$ cat src/rtl/tdc_pkg.sv
// Shared definitions for the carry-chain TDC channel.
//   - FSM state encoding for the capture/handshake/dead-time sequence
//   - clog2 helper and fine-code width derivation
//   - default chain length and coarse counter width
package tdc_pkg;

  localparam int NCARRY4_DEF  = 50;
  localparam int COARSE_W_DEF = 16;

  typedef enum logic [1:0] {
    ST_IDLE    = 2'd0,
    ST_CAPTURE = 2'd1,
    ST_HOLD    = 2'd2,
    ST_DEAD    = 2'd3
  } tdc_state_t;

  // Ceiling log2, never below 1 so it can size a vector directly.
  function automatic int clog2(input int value);
    int width;
    width = 1;
    while ((32'd1 << width) < 32'(value)) width = width + 1;
    return width;
  endfunction

  // Fine code must represent 0..L inclusive, L = 4*ncarry4.
  function automatic int fine_width(input int ncarry4);
    return clog2(4 * ncarry4 + 1);
  endfunction

endpackage

$ cat src/rtl/tdc_carry4_chain.sv
// Tapped delay line of NCARRY4 cascaded CARRY4 cells.
// CYINIT of the first cell is the hit input, CI is tied low, every
// select is 1 and every DI is 0, so the hit edge ripples along the
// carry outputs. Each carry output is one tap.
//   hit  : asynchronous hit input (CYINIT of cell 0)
//   taps : 4*NCARRY4 carry outputs, tap 0 nearest the hit entry
module tdc_carry4_chain #(
  parameter int NCARRY4 = 50
) (
  input  logic                 hit,
  output logic [4*NCARRY4-1:0] taps
);

  localparam logic [3:0] CELL_S  = 4'b1111;
  localparam logic [3:0] CELL_DI = 4'b0000;

  for (genvar i = 0; i < NCARRY4; i++) begin : g_cell
    logic                          ci;
    (* keep = "true" *) logic [3:0] co;
    logic                          c;

    if (i == 0) begin : g_first
      assign ci = hit | 1'b0;
    end else begin : g_next
      assign ci = g_cell[i-1].co[3];
    end

    // Carry-mux ripple through the four stages of one cell
    always_comb begin
      c  = ci;
      co = 4'b0000;
      for (int j = 0; j < 4; j++) begin
        c     = CELL_S[j] ? c : CELL_DI[j];
        co[j] = c;
      end
    end

    assign taps[4*i +: 4] = co;
  end

endmodule

$ cat src/rtl/therm_popcount_enc.sv
// Bubble-tolerant thermometer encoder: counts the ones over all taps.
// Two-level adder tree (per-CARRY4 group counts, then a sum); purely
// combinational here. Registering a tree level adds one clock to the
// channel latency.
//   therm : L-bit sampled tap vector (L multiple of 4)
//   code  : number of '1' taps, 0..L
module therm_popcount_enc #(
  parameter int L      = 200,
  parameter int FINE_W = 8
) (
  input  logic [L-1:0]      therm,
  output logic [FINE_W-1:0] code
);

  localparam int NGRP = L / 4;

  logic [2:0]        grp_cnt [NGRP];
  logic [FINE_W-1:0] sum;

  // First tree level: ones within each 4-tap group
  always_comb begin
    grp_cnt = '{default: 3'd0};
    for (int g = 0; g < NGRP; g++) begin
      grp_cnt[g] = {2'b00, therm[4*g]}   + {2'b00, therm[4*g+1]} +
                   {2'b00, therm[4*g+2]} + {2'b00, therm[4*g+3]};
    end
  end

  // Second tree level: accumulate group counts
  always_comb begin
    sum = '0;
    for (int g = 0; g < NGRP; g++) begin
      sum = sum + FINE_W'(grp_cnt[g]);
    end
  end

  assign code = sum;

endmodule

$ cat src/rtl/tdc_carry_chain_channel.sv
// Single-channel carry-chain TDC front end.
// The chain is sampled every clock (s1), re-registered (s2), a rising
// tap[0] marks the hit, and the fine code (popcount of s2) plus the
// coarse count at the sampling edge are held on a valid/ready output.
//   clk, rst_n : system clock, async active-low reset
//   hit        : asynchronous hit into the delay line
//   enable     : arms the channel; low aborts and clears miss_cnt
//   ts_valid/ts_ready : output handshake
//   ts_coarse, ts_fine, ts_sat : timestamp fields
//   miss_cnt   : saturating count of hits seen while busy
//   busy       : FSM not in IDLE
module tdc_carry_chain_channel
  import tdc_pkg::*;
#(
  parameter  int NCARRY4     = NCARRY4_DEF,
  parameter  int COARSE_W    = COARSE_W_DEF,
  parameter  int DEAD_CYCLES = 4,
  parameter  int MISS_W      = 8,
  localparam int L           = 4 * NCARRY4,
  localparam int FINE_W      = fine_width(NCARRY4)
) (
  input  logic                clk,
  input  logic                rst_n,
  input  logic                hit,
  input  logic                enable,
  output logic                ts_valid,
  input  logic                ts_ready,
  output logic [COARSE_W-1:0] ts_coarse,
  output logic [FINE_W-1:0]   ts_fine,
  output logic                ts_sat,
  output logic [MISS_W-1:0]   miss_cnt,
  output logic                busy
);

  localparam int                  DCNT_W    = clog2(DEAD_CYCLES + 1);
  localparam logic [DCNT_W-1:0]   DEAD_LOAD = DCNT_W'(DEAD_CYCLES - 1);
  localparam logic [MISS_W-1:0]   MISS_MAX  = '1;
  localparam logic [FINE_W-1:0]   FULL_CODE = FINE_W'(L);

  (* keep = "true" *)     logic [L-1:0] taps;
  (* ASYNC_REG = "TRUE" *) logic [L-1:0] s1;
  (* ASYNC_REG = "TRUE" *) logic [L-1:0] s2;
  logic                prev0;
  logic                det;
  logic [FINE_W-1:0]   fine_code;
  logic [COARSE_W-1:0] coarse;
  logic [COARSE_W-1:0] coarse_d1;
  logic [COARSE_W-1:0] coarse_d2;
  tdc_state_t          state;
  logic [DCNT_W-1:0]   dead_cnt;

  tdc_carry4_chain #(
    .NCARRY4 (NCARRY4)
  ) u_chain (
    .hit  (hit),
    .taps (taps)
  );

  therm_popcount_enc #(
    .L      (L),
    .FINE_W (FINE_W)
  ) u_enc (
    .therm (s2),
    .code  (fine_code)
  );

  // Rising edge of the synchronised first tap
  assign det = s2[0] & ~prev0;

  // Tap sampling pipeline and coarse counter with matching two-deep delay,
  // so coarse_d2 lines up with s2 (the count at the s1 sampling edge)
  always_ff @(posedge clk or negedge rst_n) begin
    if (!rst_n) begin
      s1        <= '0;
      s2        <= '0;
      prev0     <= 1'b0;
      coarse    <= '0;
      coarse_d1 <= '0;
      coarse_d2 <= '0;
    end else begin
      s1        <= taps;
      s2        <= s1;
      prev0     <= s2[0];
      coarse    <= coarse + COARSE_W'(1);
      coarse_d1 <= coarse;
      coarse_d2 <= coarse_d1;
    end
  end

  // Capture / handshake / dead-time FSM with registered outputs.
  // The timestamp loads on the IDLE->CAPTURE edge so ts_valid appears two
  // clocks after the sampling edge; CAPTURE already honours ts_ready.
  always_ff @(posedge clk or negedge rst_n) begin
    if (!rst_n) begin
      state     <= ST_IDLE;
      ts_valid  <= 1'b0;
      ts_coarse <= '0;
      ts_fine   <= '0;
      ts_sat    <= 1'b0;
      miss_cnt  <= '0;
      busy      <= 1'b0;
      dead_cnt  <= '0;
    end else if (!enable) begin
      state    <= ST_IDLE;
      ts_valid <= 1'b0;
      miss_cnt <= '0;
      busy     <= 1'b0;
      dead_cnt <= '0;
    end else begin
      if (det && (state != ST_IDLE) && (miss_cnt != MISS_MAX)) begin
        miss_cnt <= miss_cnt + MISS_W'(1);
      end
      case (state)
        ST_IDLE: begin
          if (det) begin
            state     <= ST_CAPTURE;
            ts_valid  <= 1'b1;
            ts_coarse <= coarse_d2;
            ts_fine   <= fine_code;
            ts_sat    <= (fine_code == FULL_CODE);
            busy      <= 1'b1;
          end
        end
        ST_CAPTURE, ST_HOLD: begin
          if (ts_ready) begin
            state    <= ST_DEAD;
            ts_valid <= 1'b0;
            dead_cnt <= DEAD_LOAD;
          end else begin
            state <= ST_HOLD;
          end
        end
        ST_DEAD: begin
          if (dead_cnt != '0) begin
            dead_cnt <= dead_cnt - DCNT_W'(1);
          end else if (!s2[0]) begin
            state <= ST_IDLE;
            busy  <= 1'b0;
          end
        end
        default: begin
          state    <= ST_IDLE;
          ts_valid <= 1'b0;
          busy     <= 1'b0;
        end
      endcase
    end
  end

endmodule

$ cat config.mk
export PLATFORM = sky130hd
export DESIGN_NAME = tdc_carry_chain_channel
export DESIGN_NICKNAME = d
export VERILOG_FILES = /design/src/rtl/tdc_pkg.sv /design/src/rtl/tdc_carry4_chain.sv /design/src/rtl/therm_popcount_enc.sv /design/src/rtl/tdc_carry_chain_channel.sv
export SDC_FILE = /design/constraint.sdc
export NUM_CORES = 1
export LEC_CHECK = 0
export CORE_MARGIN = 2
export CORE_UTILIZATION = 25
export CTS_BUF_LIST = sky130_fd_sc_hd__clkbuf_2
export DETAILED_ROUTE_END_ITERATION = 6
export PLACE_DENSITY = 0.44
export RECOVER_POWER = 25
export SETUP_SLACK_MARGIN = 0.1
export SLEW_MARGIN = 20
export SYNTH_ARGS = -nofsm -noshare
export SYNTH_HDL_FRONTEND = slang
export SYNTH_HIERARCHICAL = 1
export SYNTH_SLANG_ARGS = --single-unit
$ cat constraint.sdc
create_clock -name clk -period 11.5 [get_ports clk]
set_input_delay 2.3 -clock clk [delete_from_list [all_inputs] [get_ports clk]]
set_output_delay 2.3 -clock clk [all_outputs]
set_load 0.03 [all_outputs]
-- Word level (Yosys, flattened, before mapping)
Index checks and enable logic that the tools add are counted.
- $add $sub $neg: 202
- eq/ne operators: 14
- muxes and demuxes: 20
- bitwise operators: 2
- reduce and logical (&&, ||, !) cells: 11
- operators with widths (kind ; count):
    $add A8 B3 Y8 ; 48
    $add A2 B1 Y3 ; 50
    $add A3 B1 Y3 ; 50
    $add A1 B1 Y2 ; 50
    $add A16 B1 Y16 const B ; 1
    $mux W8 ; 2
    $ne A3 B3 Y1 const B ; 5
    $reduce_and A3 Y1 ; 4
    $mux W3 ; 3
    $ne A3 B1 Y1 const B ; 3
    $add A8 B1 Y8 const B ; 1
    $eq A8 B8 Y1 const B ; 1
    $mux W2 ; 4
    $ne A8 B8 Y1 const B ; 1
    $mux W1 ; 7
    $pmux W2 S3 ; 1
    $pmux W3 S2 ; 1
    $add A3 B3 Y4 ; 1
    $eq A2 B2 Y1 const B ; 2
    $pmux W1 S2 ; 2
    $reduce_and A4 Y1 ; 1
    $reduce_bool A3 Y1 ; 1
    $sub A3 B1 Y3 const B ; 1
    $eq A2 B1 Y1 const B ; 1
    7 further kinds ; 8
- register bits after elaboration: 91
- output and inout port bits: 35
- word-level logic and storage cells: 263

-- Logic depth before layout (Yosys ltp)
Gate-level depths: netlist (run 1).
- depth after elaboration: 53
- mapped depth: 31

-- Cells and area by module
Netlist (run 1), hierarchy kept.
- modules (own cells, without submodules) (module ; instances ; cells an instance ; area each (sq um) ; seq. area each (sq um)):
    tdc_carry_chain_channel ; 1 ; 635 ; 13287.7 ; 12236.7
    therm_popcount_enc ; 1 ; 569 ; 5679.2 ; 0.0
    tdc_carry4_chain ; 1 ; 400 ; 3002.9 ; 0.0

-- Least setup slack after synthesis (run 1)
Ideal clock, no wire load.
- path type: register to register
- start point: register, netlist name s2[32]
- end point: register ts_fine[6]
- library setup time: 0.125 ns
- data arrival time: 7.823 ns
- path slack: 3.552 ns
- cell stages (with the launch flop): 25
- path buffers: 0
- period minus slack after synthesis: 7.948 ns
- cells stage by stage: dfrtp_1 -> ha_1 -> inv_1 -> fa_1 -> inv_1 -> ha_1 -> ha_1 -> ha_1 -> fa_1 -> fa_1 -> fa_1 -> fa_1 -> fa_1 -> fa_1 -> fa_1 -> inv_1 -> fa_1 -> fa_1 -> inv_1 -> fa_1 -> a21oi_1 -> o211ai_1 -> a21oi_1 -> xnor2_1 -> mux2_2
- longest elaborated chain between the ends: 52
- elaborated cells on any way between the ends: 201
- ends and longest elaborated chain (element ; line ; source):
    $add A1 B1 Y2 ; therm_popcount_enc.sv:24 ; grp_cnt[g] = {2'b00, therm[4*g]} + {2'b00, therm[4*g+1]} +
    $add A2 B1 Y3 ; therm_popcount_enc.sv:24 ;
    $add A3 B1 Y3 ; therm_popcount_enc.sv:25 ; {2'b00, therm[4*g+2]} + {2'b00, therm[4*g+3]};
    $add A3 B3 Y4 ; therm_popcount_enc.sv:33 ; sum = sum + FINE_W'(grp_cnt[g]);
    $add A8 B3 Y8 (47 in a row) ; therm_popcount_enc.sv:33 ;
    $add A8 B3 Y8 * ; therm_popcount_enc.sv:33 ;
    net fine_code[6] ; tdc_carry_chain_channel.sv:45 ; logic [FINE_W-1:0] fine_code;
    end signal, assigned ; tdc_carry_chain_channel.sv:119 ; ts_fine <= fine_code;
    end, declared ; tdc_carry_chain_channel.sv:29 ; output logic [FINE_W-1:0] ts_fine,
Mark *: on every way through the listed nets, which the timed path passes. The rest lies on a longest branch.
A chain may end at the register's enable or synchronous reset.

-- Worst setup path in the final report (run 1)
- start point: register, netlist name s2[32]
- end point: register ts_sat
- longest elaborated chain between the ends: 53
- elaborated cells on any way between the ends: 202
- ends and longest elaborated chain (element ; line ; source):
    $add A1 B1 Y2 ; therm_popcount_enc.sv:24 ;
    $add A2 B1 Y3 ; therm_popcount_enc.sv:24 ;
    $add A3 B1 Y3 ; therm_popcount_enc.sv:25 ;
    $add A3 B3 Y4 ; therm_popcount_enc.sv:33 ;
    $add A8 B3 Y8 (47 in a row) ; therm_popcount_enc.sv:33 ;
    $add A8 B3 Y8 * ; therm_popcount_enc.sv:33 ;
    net fine_code[6] ; tdc_carry_chain_channel.sv:45 ;
    $eq A8 B8 Y1 * ; tdc_carry_chain_channel.sv:120 ; ts_sat <= (fine_code == FULL_CODE);
    end signal, assigned ; tdc_carry_chain_channel.sv:120 ;
    end, declared ; tdc_carry_chain_channel.sv:30 ; output logic ts_sat,
Marks and branches as above.

==> results_dict.tcl, run 1 <==
set metrics [dict create \
    die_h_um 290.1 \
    postCtsSetupRepairBufs 0 \
    skew_ns 0.06142 \
    maxSlewViolCount 107 \
    critPathMaxFanout 2 \
    drive_gt1_frac 0.1627 \
    status "finished with violations" \
    fin_setup_tns_ns 0 \
    fin_area_um2 21940 \
    setup_viol 0 \
    relSlewSlack -2.767 \
    vias_per_cell 3.420 \
    grt_overflow 0 \
    ys_warn_count 6 \
    grt_pass1_wl_mm 50.32 \
    cts-resized-gates 0 \
    routed_wl_mm 28.39 \
    crit_type "flip-flop to flip-flop" \
    portBuffers 39 \
    pin_count 40 \
    tightest_slew_ns 5.650 \
    gp_congestion 0.7334 \
    grt_start_max_net_pins 183 \
    ctsHoldBuffers 0 \
    fp-row-count 104 \
    gr-usage-all-layers 0.07522 \
    hold_viol 0 \
    netlist_area_um2 20470 \
    insertion_delay_ns 1.20 \
    finalCritPeriodShare 0.7195 \
    placed_cell_area_um2 20710 \
    grt_pass1_vias 10310 \
    place_hpwl_mm 17.90 \
    fillers 8303 \
    avgSynthCellArea_um2 14.58 \
    route.vias.total 8687 \
    htreeDepth 4 \
    crit_arrival_ns 9.38 \
    wl_per_cell_um 11.18 \
    drtAntennaViolNets 0 \
    coreArea_um2 80810 \
    drc 0 \
    nNetsFinal 1624 \
    critPathLaunchType "flip-flop" \
    postSynthCellCount 1404 \
    clk_transition_reported_paths_ns 0.10 \
    clock_sinks 489 \
    area_growth_pct 7.213 \
    min_period_ns 8.275 \
    maxCapViolations 1 \
    die_area_um2 84180 \
    critPathCaptureType "flip-flop" \
    rsz0062_at_grt "no" \
    clock_path_buffers 3 \
    hp-class "flip-flop to flip-flop" \
    max_freq_mhz 120.9 \
    synth_nets 1650 \
    antenna_found_initial 2 \
    drtIter0Drc 301 \
    utilization 0.2716 \
    cts_tree "done" \
    start_util 0.2533 \
    die_w_um 290.1 \
    violations "max-capacitance violations, max-slew violations" \
    drt_first_pass_iters 4 \
    required_ns 12.60 \
    clockRootBuffer "clkbuf_2" \
    cts_buffers 132 \
]
==> final timing paths <==
check | start | to | slack (ns) | cells after the start
hold reg to reg | s1[145]$_DFF_PN0_ | s2[145]$_DFF_PN0_ | 0.30 | 0
setup reg to reg | s2[32]$_DFF_PN0_ | ts_sat$_DFFE_PN0P_ | 3.23 | 25
min in group asynchronous | rst_n | s2[157]$_DFF_PN0_ | 3.18 | 1
setup / recovery | s2[32]$_DFF_PN0_ | ts_sat$_DFFE_PN0P_ | 3.23 | 25
max in group asynchronous | rst_n | s1[64]$_DFF_PN0_ | 4.82 | 3
hold / removal | s1[145]$_DFF_PN0_ | s2[145]$_DFF_PN0_ | 0.30 | 0
==> area by class of cell <==
| type | instances | area (µm²) | area share |
|---|---|---|---|
| Antenna cell | 5 | 12.51 | 0.0005702 |
| Clock buffer | 183 | 915.9 | 0.04174 |
| Clock inverter | 48 | 312.8 | 0.01425 |
| Inverter | 324 | 1216 | 0.05542 |
| Multi-Input combinational cell | 387 | 5489 | 0.2501 |
| Sequential cell | 489 | 12240 | 0.5576 |
| Tap cell | 1060 | 1326 | 0.06044 |
| Timing Repair Buffer | 44 | 435.4 | 0.01984 |
==> per-layer routing <==
layer	vias up	share of wire	GRT usage
met5	-	0	0
met4	0	0.033	0.04510
met3	82	0.052	0.02888
met2	157	0.47	0.1128
met1	4486	0.44	0.09174
li1	3962	-	-
==> through the flow <==
stage               hold slack (ns)  setup WS (ns)  instances
finish                       0.2960          3.225       2540
global route                 0.2923          2.731       2540
CTS                          0.2774          3.151       2535
detailed placement           0.3347          3.187       2304
global placement             0.3311          3.237       2304
floorplan                    0.3312          3.552       1404
==> worst max-delay path, cell delays in order (launching register included) <==
cell and delay [ns]:
dfrtp_1 0.38, ha_1 0.28, inv_1 0.05, fa_1 0.37, inv_1 0.07, ha_1 0.22, ha_1 0.29, ha_1 0.32
fa_1 0.52, fa_1 0.53, fa_1 0.52, fa_1 0.53, fa_1 0.54, fa_1 0.52, fa_1 0.55, inv_1 0.06
fa_1 0.50, fa_1 0.55, inv_1 0.07, fa_1 0.45, a21oi_1 0.20, o211ai_1 0.10, a21oi_1 0.18, xnor2_1 0.16
nand4_1 0.11, o21ai_0 0.14
==> cell usage in the layout, fill, tap and decap left out, drive strengths merged, types with 9 or more instances in the layout <==
cell	count
fa	188
nand3	12
xnor2	18
dfrtp	489
mux2	26
clkbuf	184
a21oi	16
clkinv	36
nor2	9
inv	329
clkdlybuf4s50	37
nand2	16
ha	53
==> flip-flops by register name (all words and copies together) (netlist names) <==
name	count
coarse_d2	16
dead_cnt	3
prev0	1
s1	200
ts_sat	1
ts_valid	1
miss_cnt	8
state	2
coarse	16
ts_coarse	16
s2	200
ts_fine	8
coarse_d1	16
busy	1
Power of run 1 is not shown: default switching activity piles up to over one toggle a cycle in this logic, so the estimate is an artifact.
==> inputs of run 2 (changes only) <==
==> constraint.sdc (replaced) <==
create_clock -name clk -period 7.7 [get_ports clk]
set_input_delay 1.54 -clock clk [delete_from_list [all_inputs] [get_ports clk]]
set_output_delay 1.54 -clock clk [all_outputs]
set_load 0.03 [all_outputs]
==> results_dict.tcl, run 2 (synthesized netlist as in run 1, its figures left out) <==
set metrics [dict create \
    portBuffers 39 \
    die_w_um 290.1 \
    critPathLaunchType "flip-flop" \
    dp_slack_ns -0.2081 \
    cts_buffers 134 \
    clock_path_buffers 3 \
    antenna_found_initial 1 \
    grt_pass1_wl_mm 50.81 \
    gr-usage-all-layers 0.07574 \
    final_common_cell "dfrtp_1" \
    top_regs "s1: 200 flops, s2: 200 flops" \
    maxSlewViolCount 88 \
    grt_start_max_net_pins 192 \
    clk_transition_reported_paths_ns 0.11 \
    skew_ns 0.08997 \
    hp-class "flip-flop to flip-flop" \
    place_hpwl_mm 17.71 \
    drive_gt1_frac 0.1923 \
    required_ns 8.74 \
    start_util 0.2533 \
    crit_type "flip-flop to flip-flop" \
    violations "max-capacitance violations, max-slew violations, negative setup slack" \
    drc 0 \
    clockRootBuffer "clkbuf_2" \
    final_cell_mix "dfrtp_1 (489), inv_1 (318), clkbuf_2 (195)" \
    max_freq_mhz 129.2 \
    fp-row-count 104 \
    tightest_slew_ns 4.901 \
    critPathMaxFanout 3 \
    utilization 0.2750 \
    die_h_um 290.1 \
    status "finished with violations" \
    fin_cells 2543 \
    relSlewSlack -2.267 \
    ctsHoldBuffers 0 \
    gp_congestion 0.7190 \
    coreArea_um2 80810 \
    route.vias.total 8658 \
    routed_wl_mm 28.44 \
    crit_arrival_ns 8.78 \
    pin_count 40 \
    area_growth_pct 8.552 \
    grt_overflow 0 \
    htreeDepth 4 \
    insertion_delay_ns 1.21 \
    grt_pass1_vias 10420 \
    worst_slack_ns -0.03758 \
    setup_viol 1 \
    die_area_um2 84180 \
    vias_per_cell 3.405 \
    maxCapViolations 1 \
    critPathCaptureType "flip-flop" \
    dp.cells 2312 \
    cts_tree "done" \
    wl_per_cell_um 11.18 \
    finalCritPeriodShare 1.005 \
    drt_first_pass_iters 4 \
    nNetsFinal 1637 \
    hold_viol 0 \
    min_period_ns 7.738 \
    drtIter0Drc 328 \
    clock_sinks 489 \
    drtAntennaViolNets 0 \
    rsz0062_at_grt "yes" \
]
## run 2: layout make-up
type	instances	area, µm²
Antenna cell	1	2.502
Clock buffer	195	975.9
Clock inverter	32	244.0
Fill cell	8269	58590
Inverter	324	1216
Multi-Input combinational cell	387	5663
Sequential cell	489	12240
Tap cell	1060	1326
Timing Repair Buffer	55	554.3
## run 2: path summary, 6_finish.rpt
kind                                   start                  to  slack, ns  cells after the start
min in group asynchronous              rst_n    s2[33]$_DFF_PN0_       2.14                      1
min reg2reg                s1[182]$_DFF_PN0_   s2[182]$_DFF_PN0_       0.30                      0
max                         s2[33]$_DFF_PN0_  ts_sat$_DFFE_PN0P_      -0.04                     26
max reg2reg                 s2[33]$_DFF_PN0_  ts_sat$_DFFE_PN0P_      -0.04                     26
max in group asynchronous              rst_n   s2[180]$_DFF_PN0_       2.68                      2
min                        s1[182]$_DFF_PN0_   s2[182]$_DFF_PN0_       0.30                      0
## run 2: metrics by stage
stage | TNS [ns] | hold slack (ns) | cell area, µm²
finish | -0.03758 | 0.2975 | 22220
global route | -1.843 | 0.3002 | 22220
CTS | -0.6494 | 0.1443 | 22130
detailed placement | -0.7714 | 0.3347 | 20830
global placement | -0.5895 | 0.3313 | 20830
floorplan | 0 | 0.3312 | 20510
## run 2: what timing repair did
item	4_1_cts	5_1_grt
pin swaps	27	36
setup buffers	0	2
resized for setup	13	12
setup endpoints to repair	7	8
gates cloned	0	0
## run 2: per-layer routing
metal | global-route usage | share of wire | up-vias
met2 | 0.1134 | 0.48 | 175
met3 | 0.02941 | 0.055 | 66
li1 | - | - | 3972
met5 | 0 | 0 | -
met4 | 0.04535 | 0.030 | 0
met1 | 0.09238 | 0.44 | 4445
## run 2: worst max-delay path, stage by stage, from the launching register on
cell and delay (ns):
dfrtp_1 0.38, ha_1 0.28, inv_2 0.04, fa_2 0.33, inv_2 0.07, ha_4 0.20
ha_4 0.27, ha_4 0.19, fa_1 0.49, fa_1 0.43, fa_1 0.54, fa_1 0.45
fa_1 0.54, fa_1 0.45, fa_1 0.56, inv_2 0.04, fa_1 0.45, fa_1 0.51
inv_2 0.06, buf_6 0.11, ha_4 0.19, a21o_1 0.17, a21oi_4 0.22, xnor2_2 0.15
nor4b_2 0.21, nand4_1 0.12, o21ai_1 0.13
Power of run 2 is left out for the same reason.
==> inputs of run 3 (changes only) <==
--- a/config.mk
+++ b/config.mk
@@ -5,9 +5,10 @@
 export SDC_FILE = /design/constraint.sdc
 export NUM_CORES = 1
 export LEC_CHECK = 0
-export CORE_MARGIN = 2
+export ABC_AREA = 0
 export CORE_UTILIZATION = 25
 export CTS_BUF_LIST = sky130_fd_sc_hd__clkbuf_2
+export CTS_CLUSTER_DIAMETER = 50
 export DETAILED_ROUTE_END_ITERATION = 6
 export PLACE_DENSITY = 0.44
 export RECOVER_POWER = 25
==> results_dict.tcl, run 3 (synthesized netlist as in run 1, its figures left out) <==
set metrics [dict create \
    status "finished with violations" \
    violations "design-rule violations, max-capacitance violations, max-slew violations" \
    min_period_ns 7.656 \
    place_hpwl_mm 17.37 \
    finalCritPeriodShare 0.9943 \
    portBuffers 39 \
    drc 12 \
    rr_startpoint "s2[169]$_DFF_PN0_" \
    path_cells "fa_1, inv_1, fa_1, fa_1, inv_1, fa_1, inv_1, fa_1, fa_1, fa_1, inv_1, fa_1, inv_1, fa_1, fa_1, fa_1, inv_2, ha_4, fa_2, a21oi_2, nor2b_1, nor2_1, xnor2_1, mux2_4" \
    final_common_cell "dfrtp_1" \
    drtIter0Drc 262 \
    ff2ff_path_depth 24 \
    fin_cells 2540 \
    worstReg2RegEnd "ts_fine[4]$_DFFE_PN0P_" \
    hold_ws_ns 0.2887 \
    top_layer_used "met4" \
    rsz0062_at_grt "yes" \
    crit_buf_inv 6 \
    gr-usage-all-layers 0.07668 \
    grt_start_max_net_pins 185 \
    nNetsFinal 1632 \
    fp-row-count 104 \
    critPathLaunchType "flip-flop" \
    htreeDepth 4 \
    hold-path-endpoint "s2[65]$_DFF_PN0_" \
    worst_slack_ns 0.04363 \
    max_stage_delay_ns 0.54 \
    required_ns 8.70 \
    final_cell_mix "dfrtp_1 (489), inv_1 (316), clkbuf_2 (196)" \
    met3WireLength_mm 1.553 \
    grt_pass1_vias 10320 \
    wl_per_cell_um 11.05 \
    clock_sinks 489 \
    hold_viol 0 \
    antenna_found_initial 2 \
    r2r_slack_ns 0.04 \
    skew_ns 0.09510 \
    clk_transition_reported_paths_ns 0.09 \
    critPathCaptureType "flip-flop" \
    clock_path_buffers 3 \
    tightest_slew_ns 5.158 \
    crit_top_cell "fa_1" \
    max_freq_mhz 130.6 \
    drtAntennaViolNets 0 \
    wl_met2_mm 13.02 \
    route.vias.total 8716 \
    dp.cells 2310 \
    cts_buffers 133 \
    coreArea_um2 80810 \
    wirelength_met1_mm 12.45 \
    top_regs "s1: 200 flops, s2: 200 flops" \
    setup_viol 0 \
    pin_count 40 \
    cts_tree "done" \
    insertion_delay_ns 1.21 \
    maxSlewViolCount 94 \
    gp_congestion 0.7252 \
    maxCapViolations 1 \
    hold_depth 0 \
    routed_wl_mm 28.07 \
    grt_pass1_wl_mm 49.66 \
    clockRootBuffer "clkbuf_2" \
    critPathMaxFanout 2 \
    die_h_um 288.1 \
    hp-class "flip-flop to flip-flop" \
    fillers 8275 \
    relSlewSlack -2.439 \
    fin_setup_tns_ns 0 \
    crit_arrival_ns 8.66 \
    die_w_um 288.1 \
    area_growth_pct 8.118 \
    crit_type "flip-flop to flip-flop" \
    die_area_um2 83020 \
    ctsHoldBuffers 0 \
    start_util 0.2533 \
    drt_first_pass_iters 7 \
    hp-start "s1[65]$_DFF_PN0_" \
    crit_family "adder cells" \
    grt_overflow 0 \
    worst_path_max_delay_cell "fa_1" \
    dp_slack_ns -0.2297 \
    vias_per_cell 3.431 \
    drive_gt1_frac 0.1847 \
]
run 3: changes by cell type in the layout (fill, tap and decap cells not counted), sizes merged:
cell / previous run / this run
inv: 329 / 325
buf: 16 / 12
clkinv: 21 / 20
clkbuf: 197 / 198
bufinv: 3 / 4
diode: 1 / 7
clkinvlp: 3 / 1
run 3: area by class of cell:
class | count | area, µm² | area share
antenna | 7 | 17.52 | 0.0007915
clock buffer | 196 | 980.9 | 0.04433
clock inverter | 26 | 214.0 | 0.009668
inverter | 324 | 1216 | 0.05496
multi-input combinational | 387 | 5642 | 0.2549
sequential | 489 | 12240 | 0.5529
tap | 1060 | 1326 | 0.05993
timing repair buffer | 51 | 496.7 | 0.02245
run 3: worst max-delay path by stage:
stage / startpoint / endpoint / slack, ns / cells after the start
floorplan: s2[32]$_DFF_PN0_ / ts_sat$_DFFE_PN0P_ / 0.12 / 25
global placement: s2[32]$_DFF_PN0_ / ts_sat$_DFFE_PN0P_ / -0.20 / 25
detailed placement: s2[5]$_DFF_PN0_ / ts_sat$_DFFE_PN0P_ / -0.23 / 23
CTS: s2[32]$_DFF_PN0_ / ts_sat$_DFFE_PN0P_ / -0.05 / 25
global route: s2[61]$_DFF_PN0_ / ts_sat$_DFFE_PN0P_ / -0.36 / 25
finish: s2[169]$_DFF_PN0_ / ts_fine[4]$_DFFE_PN0P_ / 0.04 / 24
run 3: what timing repair did:
action	4_1_cts	5_1_grt
setup buffers	0	1
pin swaps	37	14
endpoints found under the hold margin	0	0
setup endpoints to repair	7	7
resized for setup	14	7
run 3: worst reg2reg max path, cell delays in order (launching register included):
cell     delay [ns]
dfrtp_1        0.39
fa_1           0.54
inv_1          0.05
fa_1           0.47
fa_1           0.52
inv_1          0.06
fa_1           0.51
inv_1          0.05
fa_1           0.50
fa_1           0.44
fa_1           0.52
inv_1          0.05
fa_1           0.47
inv_1          0.06
fa_1           0.53
fa_1           0.44
fa_1           0.51
inv_2          0.04
ha_4           0.16
fa_2           0.40
a21oi_2        0.16
nor2b_1        0.06
nor2_1         0.14
xnor2_1        0.12
mux2_4         0.28
run 3: stage by stage:
stage / instance area (µm²) / utilization
2_1_floorplan: 20510 / -
3_3_place_gp: 20810 / 0.2576
3_5_place_dp: 20810 / 0.2576
4_1_cts: 22110 / 0.2736
5_1_grt: 22130 / 0.2738
6_report: 22130 / 0.2739
run 3: per-layer routing:
metal / up-vias / global-route usage
met5: - / 0
met4: 0 / 0.04868
met3: 95 / 0.02954
met2: 170 / 0.1154
met1: 4486 / 0.09200
li1: 3965 / -
Power of run 3 is left out for the same reason.
